### src/rtl/axi_burst_pkg.sv
// ============================================================================
// Module   : axi_burst_pkg
// Brief    : Shared types and constants for the AXI burst address generator.
// Revision : 1.0
// ============================================================================
`default_nettype none

package axi_burst_pkg;

  typedef enum logic [1:0] {
    BURST_FIXED = 2'b00,
    BURST_INCR  = 2'b01,
    BURST_WRAP  = 2'b10,
    BURST_RSVD  = 2'b11
  } burst_t;

  typedef enum logic {
    ST_IDLE   = 1'b0,
    ST_ACTIVE = 1'b1
  } state_t;

  localparam int PAGE_4K_BITS = 12;

endpackage

`default_nettype wire

### src/rtl/axi_burst_next_addr.sv
// ============================================================================
// Module   : axi_burst_next_addr
// Brief    : Combinational next-beat address for FIXED / INCR / WRAP bursts.
// Revision : 1.0
// ============================================================================
`default_nettype none

module axi_burst_next_addr
  import axi_burst_pkg::*;
#(
  parameter int AXI_ADDR_WIDTH = 64,
  parameter int LEN_WIDTH      = 8,
  parameter int SIZE_WIDTH     = 3
) (
  input  logic [AXI_ADDR_WIDTH-1:0] i_addr,
  input  logic [LEN_WIDTH-1:0]      i_len,
  input  logic [SIZE_WIDTH-1:0]     i_size,
  input  burst_t                    i_burst,
  output logic [AXI_ADDR_WIDTH-1:0] o_next_addr
);

  logic [AXI_ADDR_WIDTH-1:0] w_step;
  logic [AXI_ADDR_WIDTH-1:0] w_incr;
  logic [AXI_ADDR_WIDTH-1:0] w_mask;

  assign w_step = AXI_ADDR_WIDTH'(1) << i_size;
  assign w_incr = i_addr + w_step;
  // Wrap window spans (len+1) beats of 2^size bytes each.
  assign w_mask = ((AXI_ADDR_WIDTH'(i_len) + AXI_ADDR_WIDTH'(1)) << i_size) - AXI_ADDR_WIDTH'(1);

  always_comb begin
    o_next_addr = w_incr;
    case (i_burst)
      BURST_FIXED: o_next_addr = i_addr;
      BURST_WRAP:  o_next_addr = (i_addr & ~w_mask) | (w_incr & w_mask);
      default:     o_next_addr = w_incr;
    endcase
  end

endmodule

`default_nettype wire

### src/rtl/axi_burst_addr_gen.sv
// ============================================================================
// Module   : axi_burst_addr_gen
// Brief    : Per-beat AXI burst address generator with valid/ready handshake.
//            Optional 4 KiB page-crossing check: AXI_BURST_4K_CHECK_EN.
// Revision : 1.0
// ============================================================================
`default_nettype none

module axi_burst_addr_gen
  import axi_burst_pkg::*;
#(
  parameter int AXI_ADDR_WIDTH = 64,
  parameter int LEN_WIDTH      = 8,
  parameter int SIZE_WIDTH     = 3
) (
  input  logic                      clk,
  input  logic                      arst_n,
  input  logic                      run,
  input  logic                      i_start,
  input  logic [AXI_ADDR_WIDTH-1:0] i_base_addr,
  input  logic [LEN_WIDTH-1:0]      i_len,
  input  logic [SIZE_WIDTH-1:0]     i_size,
  input  logic [1:0]                i_burst,
  input  logic                      i_ready,
  output logic [AXI_ADDR_WIDTH-1:0] o_addr,
  output logic                      o_valid,
  output logic                      o_last,
  output logic                      o_busy,
  output logic                      o_done,
`ifdef AXI_BURST_4K_CHECK_EN
  output logic                      o_cross4k,
`endif
  output logic                      o_err
);

  state_t                    r_state;
  state_t                    w_state_nxt;
  logic [AXI_ADDR_WIDTH-1:0] r_addr;
  logic [LEN_WIDTH-1:0]      r_len;
  logic [SIZE_WIDTH-1:0]     r_size;
  burst_t                    r_burst;
  logic [LEN_WIDTH-1:0]      r_cnt;
  logic                      r_done;
  logic                      r_err;

  logic [AXI_ADDR_WIDTH-1:0] w_next_addr;
  logic [AXI_ADDR_WIDTH-1:0] w_step;
  logic                      w_misalign;
  logic                      w_wrap_len_ok;
  logic                      w_illegal;
  logic                      w_err_start;
  logic                      w_accept;
  logic                      w_hs;
  logic                      w_clear;

  assign w_clear  = !arst_n || !run;
  assign w_accept = (r_state == ST_IDLE) && i_start;
  assign w_hs     = o_valid && i_ready;

  assign w_step        = AXI_ADDR_WIDTH'(1) << i_size;
  assign w_misalign    = |(i_base_addr & (w_step - AXI_ADDR_WIDTH'(1)));
  assign w_wrap_len_ok = (i_len == LEN_WIDTH'(1)) || (i_len == LEN_WIDTH'(3)) ||
                         (i_len == LEN_WIDTH'(7)) || (i_len == LEN_WIDTH'(15));
  assign w_illegal     = (i_burst == BURST_RSVD) ||
                         ((i_burst == BURST_WRAP) && (!w_wrap_len_ok || w_misalign));

`ifdef AXI_BURST_4K_CHECK_EN
  logic                      r_cross4k;
  logic [AXI_ADDR_WIDTH-1:0] w_final_addr;
  logic                      w_cross4k;

  // Illegal requests run as INCR, so they are subject to the page check too.
  assign w_final_addr = i_base_addr + (AXI_ADDR_WIDTH'(i_len) << i_size);
  assign w_cross4k    = (w_illegal || (i_burst == BURST_INCR)) &&
                        (w_final_addr[AXI_ADDR_WIDTH-1:PAGE_4K_BITS] !=
                         i_base_addr[AXI_ADDR_WIDTH-1:PAGE_4K_BITS]);
  assign w_err_start  = w_illegal || w_cross4k;
  assign o_cross4k    = r_cross4k;

  always_ff @(posedge clk) begin
    if (w_clear) begin
      r_cross4k <= 1'b0;
    end else if (w_accept) begin
      r_cross4k <= w_cross4k;
    end
  end
`else
  assign w_err_start = w_illegal;
`endif

  axi_burst_next_addr #(
    .AXI_ADDR_WIDTH (AXI_ADDR_WIDTH),
    .LEN_WIDTH      (LEN_WIDTH),
    .SIZE_WIDTH     (SIZE_WIDTH)
  ) u_next_addr (
    .i_addr      (r_addr),
    .i_len       (r_len),
    .i_size      (r_size),
    .i_burst     (r_burst),
    .o_next_addr (w_next_addr)
  );

  always_ff @(posedge clk) begin
    if (w_clear) begin
      r_state <= ST_IDLE;
    end else begin
      r_state <= w_state_nxt;
    end
  end

  always_comb begin
    w_state_nxt = r_state;
    case (r_state)
      ST_IDLE:   if (i_start) w_state_nxt = ST_ACTIVE;
      ST_ACTIVE: if (w_hs && (r_cnt == '0)) w_state_nxt = ST_IDLE;
      default:   w_state_nxt = ST_IDLE;
    endcase
  end

  always_ff @(posedge clk) begin
    if (w_clear) begin
      r_addr  <= '0;
      r_len   <= '0;
      r_size  <= '0;
      r_burst <= BURST_FIXED;
      r_cnt   <= '0;
      r_done  <= 1'b0;
      r_err   <= 1'b0;
    end else begin
      r_done <= 1'b0;
      if (w_accept) begin
        r_addr  <= i_base_addr;
        r_len   <= i_len;
        r_size  <= i_size;
        r_burst <= w_illegal ? BURST_INCR : burst_t'(i_burst);
        r_cnt   <= i_len;
        r_err   <= w_err_start;
      end else if (w_hs) begin
        if (r_cnt == '0) begin
          r_done <= 1'b1;
        end else begin
          r_cnt  <= r_cnt - LEN_WIDTH'(1);
          r_addr <= w_next_addr;
        end
      end
    end
  end

  assign o_addr  = r_addr;
  assign o_valid = (r_state == ST_ACTIVE);
  assign o_busy  = (r_state == ST_ACTIVE);
  assign o_last  = (r_cnt == '0) && o_valid;
  assign o_done  = r_done;
  assign o_err   = r_err;

endmodule

`default_nettype wire
### config.mk
export PLATFORM = sky130hd
export DESIGN_NAME = axi_burst_addr_gen
export DESIGN_NICKNAME = d
export VERILOG_FILES = /design/src/rtl/axi_burst_pkg.sv /design/src/rtl/axi_burst_next_addr.sv /design/src/rtl/axi_burst_addr_gen.sv
export SDC_FILE = /design/constraint.sdc
export NUM_CORES = 1
export LEC_CHECK = 0
export CORE_AREA = 2 2 119 121
export CTS_BUF_LIST = sky130_fd_sc_hd__clkbuf_8 sky130_fd_sc_hd__clkbuf_16
export DETAILED_ROUTE_END_ITERATION = 7
export DIE_AREA = 0 0 121 123
export GPL_ROUTABILITY_DRIVEN = 0
export PLACE_DENSITY = 0.76
export SLEW_MARGIN = 25
export SYNTH_ARGS = -nofsm -noshare
export SYNTH_HDL_FRONTEND = slang
export SYNTH_SLANG_ARGS = --single-unit
### constraint.sdc
create_clock -name clk -period 4.15 [get_ports clk]
set_input_delay 1.0375 -clock clk [delete_from_list [all_inputs] [get_ports clk]]
set_output_delay 1.0375 -clock clk [all_outputs]
set_load 0.02 [all_outputs]
== After elaboration in Yosys (flattened, before gate mapping) ==
Cells that the tools add are included.
W data, S select, Z words.

* Register bits after elaboration: 88
* Input port bits: 82
* Output and inout port bits: 69
* Word-level logic and storage cells: 65

* Add/subtract/negate cells: 5
* Equal/unequal tests: 9
* Shift-type cells: 3
* Multiplexer cells: 12
* Bitwise gates (word level): 7
* Reductions and logical operators: 21

{| class="wikitable"
|+ Operators by type and width
! kind !! number
|-
| $and A64 B64 Y64 || 3
|-
| $mux W64 || 3
|-
| $pmux W64 S2 || 1
|-
| $shl A1 B3 Y64 const A || 2
|-
| $sub A64 B1 Y64 const B || 2
|-
| $add A64 B64 Y64 || 1
|-
| $not A64 Y64 || 1
|-
| $or A64 B64 Y64 || 1
|-
| $reduce_or A64 Y1 || 1
|-
| $shl A64 B3 Y64 || 1
|-
| $mux W8 || 3
|-
| $add A8 B1 Y9 const B || 1
|-
| $eq A8 B1 Y1 const B || 1
|-
| $eq A8 B2 Y1 const B || 1
|-
| $eq A8 B3 Y1 const B || 1
|-
| $eq A8 B4 Y1 const B || 1
|-
| $logic_not A8 Y1 || 1
|-
| $sub A8 B1 Y8 const B || 1
|-
| $eq A2 B2 Y1 const B || 3
|-
| $logic_or A1 B1 Y1 || 6
|-
| $logic_and A1 B1 Y1 || 5
|-
| $ne A2 B2 Y1 const B || 2
|-
| $logic_not A1 Y1 || 3
|-
| $mux W1 || 3
|-
| 8 further kinds || 9
|}

== Depth between registers and ports, before layout ==
* Depth in word-level cells: 10
* Depth in mapped cells: 18
* Mapped depth without buffers: 16

== Hierarchy ==
From an unflattened synthesis, not the netlist that was laid out.

* Cell total of the unflattened synthesis: 920
* Area total of the unflattened synthesis: 6945.4 sq um

{| class="wikitable"
|+ By module, submodules not included
! module !! instances !! cells each !! area each (sq um)
|-
| axi_burst_addr_gen || 1 || 447 || 3816.2
|-
| axi_burst_next_addr || 1 || 473 || 3129.3
|}

== Least setup slack after synthesis ==
No wires, ideal clock.

* Kind: register -> register
* Start: register r_size[0]
* End: register with a tool-made name
* Library setup time: 0.062 ns
* Arrival time: 3.369 ns
* Required time: 4.088 ns
* Path slack: 0.719 ns
* Cell stages (with the launch flop): 14
* Path buffers: 3
* Period minus slack after synthesis: 3.431 ns
* Cells stage by stage: dfxtp_1 > buf_2 > clkbuf_1 > buf_2 > nand3_1 > fa_1 > nor2b_1 > o21ai_0 > a21oi_1 > o2111ai_1 > nor4_1 > nand2b_1 > or4_1 > nand3_1

{| class="wikitable"
|+ RTL lines
! element !! line !! RTL
|-
| start: declaration || axi_burst_addr_gen.sv:40 || <nowiki>logic [SIZE_WIDTH-1:0] r_size;</nowiki>
|-
| start signal: assignment || axi_burst_addr_gen.sv:134 || <nowiki>r_size <= i_size;</nowiki>
|}

==> flow_summary.rst <==
.. list-table::
   :header-rows: 1

   * - Metric
     - Value
   * - Run status
     - finished, final reports clean
   * - Maximum VDD drop
     - 0.220 mV
   * - Die Width
     - 121 µm
   * - Non-filler instance count after layout
     - 1,278
   * - Most instantiated flip-flop cell in the synthesis netlist
     - sky130_fd_sc_hd__dfxtp_1
   * - Reg-to-reg critical path startpoint
     - r_len[0]$_SDFFE_PP0P_
   * - Initial antenna violation count
     - 0
   * - Combinational family with the most area after synthesis
     - simple AND/OR/NAND/NOR gates
   * - Multiplexer share of the synthesized area
     - 1.70%
   * - Core region area
     - 13,600 µm²
   * - Power Internal
     - 0.00163 W
   * - Number of enable-type register cells in the synthesized netlist
     - 0
   * - Wire length of the first global-routing pass
     - 36,900 µm
   * - Hold Path Cell Cnt
     - 2
   * - CP Class
     - flip-flop to flip-flop
   * - Total routed wirelength
     - 23,600 µm
   * - Die span in y
     - 123 µm
   * - Total power draw
     - 0.00230 W
   * - Endpoint required time on the critical path
     - 4.42 ns
   * - Largest buffer count on any clock path
     - 2
   * - Highest-delay cell along the critical path
     - sky130_fd_sc_hd__nor4_4
   * - Placed cell count
     - 1,263
   * - Top-level port count
     - 151
   * - Cell Chain, Critical Path
     - ha_1, nand2_1, o211a_1, o41ai_2, and3_1, a21oi_1, nor4_4, nand2_1, nor2_1, ha_1, o21bai_1, nor3_1, xnor2_1, a211oi_1
   * - Layout Area Growth over Synthesis
     - 30.8%
   * - Initial Util
     - 49.3%
   * - Leading cell types by total area after synthesis
     - sky130_fd_sc_hd__dfxtp_1 26%, sky130_fd_sc_hd__nand2_1 7.8%, sky130_fd_sc_hd__a21oi_1 6.2%
   * - Fin crit period
     - 3.70 ns
   * - Final Max Tran Viols
     - 0
   * - Commonest non-fill, non-tap cell in the layout
     - sky130_fd_sc_hd__clkdlybuf4s50_1
   * - Critical Path Fanout Max
     - 13
   * - Max Cap Viol
     - 0
   * - Total Nets Final
     - 1,192
   * - Worst path max stage delay
     - 0.48 ns
   * - Number of unique standard cell types used by synthesis
     - 70
   * - Total clock sinks
     - 88
   * - Maximum number of pins on one net before global-route repair
     - 65
   * - Clock-pin slew reported for the worst setup and hold paths after clock tree synthesis
     - 0.06 ns
   * - Top-area cell type share of the netlist area
     - 26.3%
   * - Routed wirelength normalized by instance count
     - 18.5 µm
   * - Final-report setup violation count
     - 0
   * - Kind of cell adding the most delay to the critical path
     - simple AND/OR/NAND/NOR gates
   * - Synth Warn #
     - 0
   * - Peak clock frequency supported by timing
     - 270 MHz
   * - Leakage power summed over all cells
     - 3.03 nW
   * - Fin crit share
     - 89.1%
   * - Fraction of synthesized cell area in xor and xnor cells
     - 3.66%
   * - Setup clock skew after layout
     - 0.00623 ns
   * - DRC violation count after routing
     - 0
   * - Overall Global Routing Usage
     - 31.3%
   * - Pre-Repair DR Iteration Count
     - 6
   * - Footprint of the multi-input gates
     - 4600 µm²
   * - Register bit count reported by yosys
     - 88
   * - Number of cells produced by synthesis
     - 961
   * - Synth Net Count
     - 1,059
   * - GRT Residual Overflow
     - 0
   * - Slew @ Worst Pin
     - 0.745 ns
   * - Clock root cell
     - sky130_fd_sc_hd__clkbuf_16
   * - Largest area contributor in the synthesized netlist
     - sky130_fd_sc_hd__dfxtp_1
   * - Filler Cell Count
     - 1,251
   * - Detailed placer's ending HPWL
     - 17,500 µm
   * - Type of the most critical hold path
     - flip-flop to flip-flop
   * - Logic pwr share
     - 21.4%
   * - Type of origin of the critical path
     - flip-flop
   * - Post-synthesis simple-gate area fraction
     - 30.9%
   * - Setup_tns
     - 0 ns
   * - Total via count after detailed routing
     - 8,010
   * - Worst-skew pair later-pin latency
     - 0.36 ns
   * - Fraction of registers with async set or reset after synthesis
     - 0%
   * - Clk pwr share
     - 38.5%
   * - Count of buffers from port buffering
     - 150
   * - Die outline area
     - 14,900 µm²
   * - Worst setup path start
     - r_len[0]$_SDFFE_PP0P_
   * - Via/cell ratio
     - 6.27
   * - H-tree depth
     - 3
   * - Worst slew slack as a fraction of its limit
     - 50.3%
   * - Count of buffer and inverter cells on the critical path
     - 0
   * - Clock tree from TritonCTS
     - yes
   * - Via count of the first global-routing pass
     - 7,302
   * - # rows
     - 43
   * - Violation count after the first detailed-route iteration
     - 796
   * - Setup repair after global routing missed its margin
     - no
   * - Synth Area per Inst
     - 6.98 µm²
   * - Critical path data arrival time
     - 3.97 ns
   * - Final core utilization
     - 64.4%
   * - Sequential share of power
     - 40.1%
   * - Compound-cell area share of the yosys netlist
     - 28.9%
   * - Category of the worst setup path capture point
     - flip-flop
   * - Storage cell area
     - 1760 µm²
   * - Adder-cell share of the synthesized area
     - 3.10%
   * - Final hold violation count
     - 0
   * - Cell area after synthesis
     - 6710 µm²
   * - TritonCTS buffer count
     - 9
   * - Number of cells on the worst reg-to-reg path
     - 14
   * - Total power divided by cell area
     - 262 nW/µm²
   * - R2R setup slack
     - 0.45 ns
   * - Net Sw Power
     - 0.000666 W
   * - ANT nets after route
     - 0
   * - Net switching share of the total power
     - 29.0%
   * - Most frequent cells in the layout
     - 150 x sky130_fd_sc_hd__clkdlybuf4s50_1, 138 x sky130_fd_sc_hd__nand2_1, 86 x sky130_fd_sc_hd__dfxtp_1
   * - Share of cells above drive strength 1
     - 6.47%
   * - Share of synthesized area occupied by flip-flops and latches
     - 26.3%
==> how the worst max path moves through the flow <==
stage	to	slack, ns	cells past startpoint
floorplan	flip-flop	0.72	13
global placement	o_err$_SDFFE_PP0P_	0.34	12
detailed placement	o_err$_SDFFE_PP0P_	0.32	12
CTS	flip-flop	0.36	15
global route	flip-flop	0.07	13
finish	flip-flop	0.45	14
==> cell usage after synthesis, types with 6 or more instances <==
cell type,n
sky130_fd_sc_hd__or4_1,7
sky130_fd_sc_hd__and2_1,9
sky130_fd_sc_hd__nand2b_1,11
sky130_fd_sc_hd__nor2b_1,8
sky130_fd_sc_hd__buf_2,9
sky130_fd_sc_hd__o22ai_1,7
sky130_fd_sc_hd__buf_1,6
sky130_fd_sc_hd__ha_1,15
sky130_fd_sc_hd__xor2_1,11
sky130_fd_sc_hd__o21ai_0,74
sky130_fd_sc_hd__mux2i_1,8
sky130_fd_sc_hd__a21oi_1,83
sky130_fd_sc_hd__nand3_1,52
sky130_fd_sc_hd__a22oi_1,8
sky130_fd_sc_hd__a21o_1,6
sky130_fd_sc_hd__nand4_1,10
sky130_fd_sc_hd__nor3b_1,6
sky130_fd_sc_hd__clkbuf_1,45
sky130_fd_sc_hd__a211oi_1,29
sky130_fd_sc_hd__xnor2_1,17
sky130_fd_sc_hd__nand2_1,139
sky130_fd_sc_hd__dfxtp_1,88
sky130_fd_sc_hd__o211ai_1,18
sky130_fd_sc_hd__a31oi_1,16
sky130_fd_sc_hd__or3_1,11
sky130_fd_sc_hd__inv_1,32
sky130_fd_sc_hd__nor4_1,17
sky130_fd_sc_hd__or2_2,6
sky130_fd_sc_hd__nor2_1,75
sky130_fd_sc_hd__nor3_1,36
sky130_fd_sc_hd__and3_1,21
==> worst register-to-register path: cells and delay by family, from the launching register on <==
kind,cells,cell delay [ns]
AND/OR/NAND/NOR,6,1.41
AO/OA/AOI/OAI,5,1.14
adder cells (fa/ha/maj),2,0.52
flip-flops,1,0.46
XOR/XNOR,1,0.09
==> routing by layer <==
layer	GRT usage, %	vias up	share of wire, %
met1	39.8	3726	41
met3	5.90	63	8.2
met5	0	-	0
li1	-	3810	-
met4	12.9	0	3.4
met2	52.2	411	47
==> final cells by class <==
class | instances | area share (%)
well taps | 180 | 2.57
flip-flops and latches | 88 | 20.1
clock inverters | 4 | 0.813
diodes | 1 | 0.0285
multi-input cells | 780 | 52.4
inverters | 32 | 1.37
clock buffers | 10 | 2.72
repair buffers | 183 | 19.9
==> cell families after synthesis <==
group / after synthesis
compound gates: 302
xor+xnor: 28
fa+ha+maj: 16
buf+inv: 93
flops: 88
mux: 11
simple gates: 423
==> power groups by stage <==
stage / clock network (W) / registers (W) / logic (W)
after floorplan: 0 / 0.000951 / 0.000239
after global placement: 0 / 0.000938 / 0.000478
after CTS: 0.000883 / 0.000920 / 0.000485
after detailed placement: 0 / 0.000938 / 0.000482
after global routing: 0.000920 / 0.000926 / 0.000529
final: 0.000885 / 0.000922 / 0.000491
==> timing repair <==
item                                    CTS  global route
buffers inserted                          0             0
endpoints found under the setup margin    0             3
gates resized for setup                   0             3
hold buffers                              0             0
==> through the flow <==
stage / hold slack, ns / cell area (µm²) / worst slack (ns)
detailed placement: 0.476 / 8450 / 0.320
CTS: 0.485 / 8760 / 0.360
global route: 0.516 / 8770 / 0.0663
global placement: 0.471 / 8450 / 0.339
floorplan: 0.451 / 6710 / 0.719
finish: 0.482 / 8770 / 0.453
No activity file was read; power rests on OpenSTA's default activity.
